[src/rtl/receive.sv]
// UART 8N1 receiver with a 2-flop input synchroniser and mid-bit sampling.
// Define RECEIVE_PARITY_EN to expect an even-parity bit between bit 7 and the stop bit.
module receive #(
    parameter int unsigned wtime = 868
) (
    input  logic       CLOCK,
    input  logic       RESET,
    input  logic       UART_RX,
    output logic [7:0] data,
    output logic       valid,
    output logic       busy,
    output logic       frame_error
);

    localparam int unsigned half = wtime >> 1;
    localparam int unsigned cw   = $clog2(wtime);
    localparam logic [cw-1:0] half_m1  = cw'(half - 1);
    localparam logic [cw-1:0] wtime_m1 = cw'(wtime - 1);

`ifdef RECEIVE_PARITY_EN
    typedef enum logic [2:0] {
        StIdle, StStart, StData, StParity, StStop, StWaitHigh
    } state_e;
`else
    typedef enum logic [2:0] {
        StIdle, StStart, StData, StStop, StWaitHigh
    } state_e;
`endif

    state_e         state_q, state_d;
    logic [1:0]     sync_q;
    logic           rx_s;
    logic [cw-1:0]  cnt_q, cnt_d;
    logic [2:0]     idx_q, idx_d;
    logic [7:0]     shreg_q, shreg_d;
    logic [7:0]     data_q, data_d;
    logic           valid_q, valid_d;
    logic           ferr_q, ferr_d;
`ifdef RECEIVE_PARITY_EN
    logic           perr_q, perr_d;
`endif

    assign rx_s = sync_q[1];

    always_ff @(posedge CLOCK) begin
        if (RESET) begin
            state_q <= StIdle;
            sync_q  <= 2'b11;
            cnt_q   <= '0;
            idx_q   <= '0;
            shreg_q <= '0;
            data_q  <= '0;
            valid_q <= 1'b0;
            ferr_q  <= 1'b0;
`ifdef RECEIVE_PARITY_EN
            perr_q  <= 1'b0;
`endif
        end else begin
            state_q <= state_d;
            sync_q  <= {sync_q[0], UART_RX};
            cnt_q   <= cnt_d;
            idx_q   <= idx_d;
            shreg_q <= shreg_d;
            data_q  <= data_d;
            valid_q <= valid_d;
            ferr_q  <= ferr_d;
`ifdef RECEIVE_PARITY_EN
            perr_q  <= perr_d;
`endif
        end
    end

    always_comb begin
        state_d = state_q;
        cnt_d   = cnt_q;
        idx_d   = idx_q;
        shreg_d = shreg_q;
        data_d  = data_q;
        valid_d = 1'b0;
        ferr_d  = 1'b0;
`ifdef RECEIVE_PARITY_EN
        perr_d  = perr_q;
`endif
        case (state_q)
            StIdle: begin
                if (!rx_s) begin
                    state_d = StStart;
                    cnt_d   = '0;
                end
            end
            StStart: begin
                if (cnt_q == half_m1) begin
                    cnt_d = '0;
                    if (!rx_s) begin
                        state_d = StData;
                        idx_d   = '0;
                    end else begin
                        // Start bit gone high at its midpoint: glitch, not a frame.
                        state_d = StIdle;
                    end
                end else begin
                    cnt_d = cnt_q + cw'(1);
                end
            end
            StData: begin
                if (cnt_q == wtime_m1) begin
                    cnt_d          = '0;
                    shreg_d[idx_q] = rx_s;
                    idx_d          = idx_q + 3'd1;
                    if (idx_q == 3'd7) begin
`ifdef RECEIVE_PARITY_EN
                        state_d = StParity;
`else
                        state_d = StStop;
`endif
                    end
                end else begin
                    cnt_d = cnt_q + cw'(1);
                end
            end
`ifdef RECEIVE_PARITY_EN
            StParity: begin
                if (cnt_q == wtime_m1) begin
                    cnt_d   = '0;
                    perr_d  = rx_s ^ (^shreg_q);
                    state_d = StStop;
                end else begin
                    cnt_d = cnt_q + cw'(1);
                end
            end
`endif
            StStop: begin
                if (cnt_q == wtime_m1) begin
                    cnt_d = '0;
`ifdef RECEIVE_PARITY_EN
                    if (perr_q) begin
                        ferr_d  = 1'b1;
                        state_d = rx_s ? StIdle : StWaitHigh;
                    end else
`endif
                    if (rx_s) begin
                        data_d  = shreg_q;
                        valid_d = 1'b1;
                        state_d = StIdle;
                    end else begin
                        ferr_d  = 1'b1;
                        state_d = StWaitHigh;
                    end
                end else begin
                    cnt_d = cnt_q + cw'(1);
                end
            end
            StWaitHigh: begin
                // Hold off on a break so a stuck-low line yields one error only.
                if (rx_s) state_d = StIdle;
            end
            default: state_d = StIdle;
        endcase
    end

    assign data        = data_q;
    assign valid       = valid_q;
    assign frame_error = ferr_q;
    assign busy        = (state_q != StIdle);

endmodule

[config.mk]
export PLATFORM = sky130hd
export DESIGN_NAME = receive
export DESIGN_NICKNAME = d
export VERILOG_FILES = /design/src/rtl/receive.sv
export SDC_FILE = /design/constraint.sdc
export NUM_CORES = 1
export LEC_CHECK = 0
export CAP_MARGIN = 20
export CORE_UTILIZATION = 40
export DETAILED_ROUTE_END_ITERATION = 6
export GPL_ROUTABILITY_DRIVEN = 1
export MAX_ROUTING_LAYER = met4
export PLACE_DENSITY_LB_ADDON = 0.1
export RECOVER_POWER = 50
export SLEW_MARGIN = 20
export SYNTH_ARGS = -nofsm -noshare
export SYNTH_HDL_FRONTEND = slang
export SYNTH_SLANG_ARGS = --single-unit
export TNS_END_PERCENT = 10
[constraint.sdc]
create_clock -name CLOCK -period 4.72 [get_ports CLOCK]
set_input_delay 0.944 -clock CLOCK [delete_from_list [all_inputs] [get_ports CLOCK]]
set_output_delay 0.944 -clock CLOCK [all_outputs]
set_load 0.02 [all_outputs]
-- After elaboration in Yosys (flattened, before gate mapping)
Index checks and enable logic that the tools add are counted.
- bitwise logic cells: 2
- multiplexer cells: 22
- reduce and logical (&&, ||, !) cells: 12
- magnitude comparators: 2
- $add $sub $neg: 2
- eq/ne operators: 14
- operators by type and width (operator ; number):
    2-to-1 mux 10 bit ; 3
    2-to-1 mux 3 bit ; 10
    case mux 10 bit (3 select lines) ; 1
    case mux 3 bit (5 select lines) ; 1
    != test 2 bit, second input constant ; 7
    adder 10 x 1 -> 10 bit, second input constant ; 1
    == test 10 bit, second input constant ; 1
    == test 10 x 9 -> 1 bit, second input constant ; 1
    bitwise mux 8 bit ; 1
    == test 3 x 2 -> 1 bit, second input constant ; 2
    == test 3 bit, second input constant ; 2
    case mux 3 bit (2 select lines) ; 1
    AND reduction 6 bit ; 1
    nonzero test 3 bit ; 2
    < comparator 3 x 4 -> 1 bit, second input constant ; 1
    AND reduction 2 bit ; 2
    AND reduction 4 bit ; 1
    adder 3 x 1 -> 3 bit, second input constant ; 1
    demux 1 bit (select 3 bit) ; 1
    == test 3 x 1 -> 1 bit, second input constant ; 1
    greater-or-equal comparator 3 x 1 -> 1 bit, second input constant ; 1
    zero test 3 bit ; 1
    2-to-1 mux 1 bit ; 3
    AND reduction 3 bit ; 1
    6 further kinds ; 7
- input port bits: 3
- flip-flop bits (word level): 36
- output and inout port bits: 11
- logic and storage cells: 62

-- Longest topological paths before layout
- depth in word-level cells: 5
- gate-level depth with buffers: 7
- gate-level depth less buffers: 7

-- Least setup slack after synthesis
No wires, ideal clock.
- path kind: input port to flip-flop
- start: input port RESET
- end: register cnt_q[8]
- setup time: 0.074 ns
- setup slack: 2.611 ns
- data required time: 4.646 ns
- cell stages on the path: 5
- data arrival time: 2.035 ns
- buffers on the path: 0
- path through: or2_2 > a41oi_1 > o21ai_0 > or3_1 > o21ai_0
- RTL lines (item ; line ; RTL):
    start: declaration ; 7 ; input logic RESET,
    end signal: assignment ; 61 ; cnt_q <= cnt_d;
    end: declaration ; 33 ; logic [cw-1:0] cnt_q, cnt_d;

==> flow_metrics.tcl <==
set metrics [dict create \
    synth_cell_types 49 \
    via_count 1443 \
    status "completed" \
    finalClockSkew_ps 7.53 \
    grtUsageTotal_pct 18.2 \
    routabilityCongestion 0.917 \
    drv_cap 0 \
    grt_pass1_wl_mm 6.12 \
    wl_per_cell_um 14.2 \
    synth_top_family_by_area "simple AND/OR/NAND/NOR gates" \
    post_cts_buffers 0 \
    multi_input_area_um2 980 \
    final_net_count 211 \
    reg2reg_from "state_q[1]$_SDFFE_PP0P_" \
    max_stage_delay_ps 840 \
    drv_slew 0 \
    cts-root-buf "clkbuf_8" \
    synthXorXnorAreaFrac_pct 0.995 \
    regArea_um2 721 \
    cts_tree "yes" \
    period_share_pct 60.6 \
    dpl.hpwl_mm 2.47 \
    met1_usage_pct 24.5 \
    rsz0062_at_grt "false" \
    synthAdderAreaFrac_pct 3.55 \
    finalHoldViolCount 0 \
    drc_errors 0 \
    ant_nets 0 \
    placementRows 23 \
    io_buffers 13 \
    place_ws_ps 2040 \
    swShare_pct 22.5 \
    setup-violations-final 0 \
    insertion_delay_ps 280 \
    cts_resized 0 \
    seq_power_share_pct 57.8 \
    crit_family "buffers and inverters" \
    netlist_area_um2 1760 \
    viasPerCell 5.70 \
    synth_ff_type "dfxtp_1" \
    synth-simple-area-share_pct 26.6 \
    drt_wl_total_mm 3.59 \
    worst_slack_ps 1860 \
    synth_mux_area_share_pct 10.2 \
    min_from "sync_q[0]$_SDFF_PP1_" \
    async_flop_share_pct 0 \
    diodes 0 \
    dp_cells 246 \
    critPathArrivalTime_ps 3040 \
    path_max_fanout 28 \
    fillCellCount 381 \
    io_pins 14 \
    die_x_um 68.3 \
    power_leakage_nw 0.837 \
    cp_slowest_cell "clkbuf_1" \
    path_class "input port to register" \
    synth_edf_count 0 \
    worstHoldPathType "register to register" \
    drive_gt1_share_pct 9.36 \
    tightest_slew_ps 1130 \
    grtUsageMet2_pct 26.0 \
    ctsHtreeMaxLevel 2 \
    initial_core_util_pct 42.8 \
    p_int_mw 0.415 \
    end_kind "register" \
    clk_pin_slew_ps 70 \
    cellPowerDensity_nw_per_um2 270 \
    path_cells "dlygate4sd3_1 -> clkbuf_1 -> nor2_1 -> a21o_1 -> a22o_1" \
    syn2layout_area_growth_pct 12.8 \
    ys_seq_area_share_pct 40.9 \
    p_comb_share_pct 4.1 \
    worst-path-buf-inv 2 \
    critical_path_required_ps 4900 \
    syn_avg_cell_area_um2 9.17 \
    grt_pass1_vias 1279 \
    cts_buffers 5 \
    cts_buffer_depth 2 \
    cts_hold_buf 0 \
    clock_sinks 36 \
    crit_start "RESET" \
    max_freq_mhz 350 \
    drtIter0Drc 67 \
    gr-usage-met3_pct 5.33 \
    ir_drop_uv 114 \
    ys_warn_count 0 \
    fin_crit_ps 2860 \
    grt_overflow 0 \
    critPathLaunchType "input port" \
    synth-compound-area-share_pct 14.3 \
    dr.pass1.iters 4 \
    top_usage_layer "met2" \
    fin_setup_tns_ps 0 \
    syn_inst 192 \
    pwr-share-clk_pct 38.1 \
    synth.net_count 200 \
    relSlewSlack_pct 24.4 \
    die_area_um2 4670 \
    die_h_um 68.3 \
    final_cells 253 \
    synth_seq_cells 36 \
    antenna_found_initial 0 \
    coreArea_um2 4120 \
    p_sw_mw 0.121 \
    grt_max_degree 29 \
]
kinds of logic (layout without fill, tap and decap cells):
logic type | count (synthesis) | count (layout)
AOI/OAI and AO/OA | 38 | 38
xor gates and xnor gates | 2 | 2
adders and majority gates | 5 | 5
buffers and inverters | 13 | 24
DFF | 36 | 36
muxes | 18 | 18
and+or+nand+nor | 80 | 80
placed cells by master, fill, tap and decap left out, types with 2 or more instances in the layout:
cell type        instances
or3b_2                   2
mux2i_1                 18
or3_1                    2
and4bb_2                 2
nand4b_1                 3
a22oi_1                  2
clkbuf_1                 2
nor2b_1                  2
clkdlybuf4s50_1          2
or2_2                    4
nand2_1                  7
clkbuf_8                 5
nand4bb_1                2
nor3_1                   3
nor2_1                  32
a21oi_1                  8
a41oi_1                  2
inv_1                    3
dlygate4sd3_1           11
a22o_1                   2
nand3_1                  6
o21ai_0                 11
nor4_1                   3
ha_1                     5
a31oi_1                  2
dfxtp_1                 36
routing by layer:
metal | up-vias | wire [µm]
li1 | 715 | -
met1 | 684 | 1730
met2 | 40 | 1620
met3 | 4 | 211
met4 | 0 | 31
met5 | - | 0
power by group through the flow:
| stage | Combinational (mW) | Clock [mW] | Sequential (mW) |
|---|---|---|---|
| 2_1_floorplan | 0.0179 | 0 | 0.314 |
| 3_3_place_gp | 0.0223 | 0 | 0.317 |
| 3_5_place_dp | 0.0223 | 0 | 0.317 |
| 4_1_cts | 0.0225 | 0.211 | 0.310 |
| 5_1_grt | 0.0242 | 0.222 | 0.310 |
| 6_report | 0.0220 | 0.204 | 0.310 |
sequential cells by signal (all words and copies together) (netlist names):
name,count
data,8
cnt_q,10
sync_q,2
shreg_q,8
frame_error,1
state_q,3
idx_q,3
valid,1
cell usage after synthesis, drive strengths merged (3+ instances only):
cell    count  area, µm²
a21oi       8       40.0
ha          5       62.6
nor4        4       40.0
mux2i      18        180
nand3       6       30.0
inv         3       11.3
nor3        4       25.0
nand4b      3       26.3
buf         4       26.3
nand2       7       26.3
dfxtp      36        721
or2         4       25.0
clkbuf      6       22.5
nor2       32        120
and4bb      3       37.5
or3b        3       28.8
o21ai      12       60.1
final timing paths:
check	slack (ps)	depth (start not counted)	endpoint
worst min register to register	410	1	sync_q[1]$_SDFF_PP1_
worst max register to register	2370	5	shreg_q[4]$_SDFFE_PP0P_
worst max-delay path	1860	5	cnt_q[4]$_SDFFE_PP0P_
worst min-delay path	410	1	sync_q[1]$_SDFF_PP1_
layout make-up:
| cell class | count | area share (%) |
|---|---|---|
| flip-flops and latches | 36 | 36.3 |
| multi-input cells | 143 | 49.3 |
| inverters | 3 | 0.567 |
| repair buffers | 14 | 6.74 |
| well taps | 50 | 3.15 |
| clock buffers | 6 | 3.65 |
| clock inverters | 1 | 0.252 |
per-stage QoR:
stage | area [µm²] | power [mW] | hold WS [ps] | util [%]
floorplan | 1760 | 0.332 | 389 | -
global placement | 1910 | 0.339 | 405 | 46.5
detailed placement | 1910 | 0.339 | 397 | 46.5
CTS | 1990 | 0.544 | 416 | 48.3
global route | 1990 | 0.557 | 427 | 48.3
finish | 1990 | 0.536 | 413 | 48.3
Note: power is estimated with default switching activity, not from simulation.
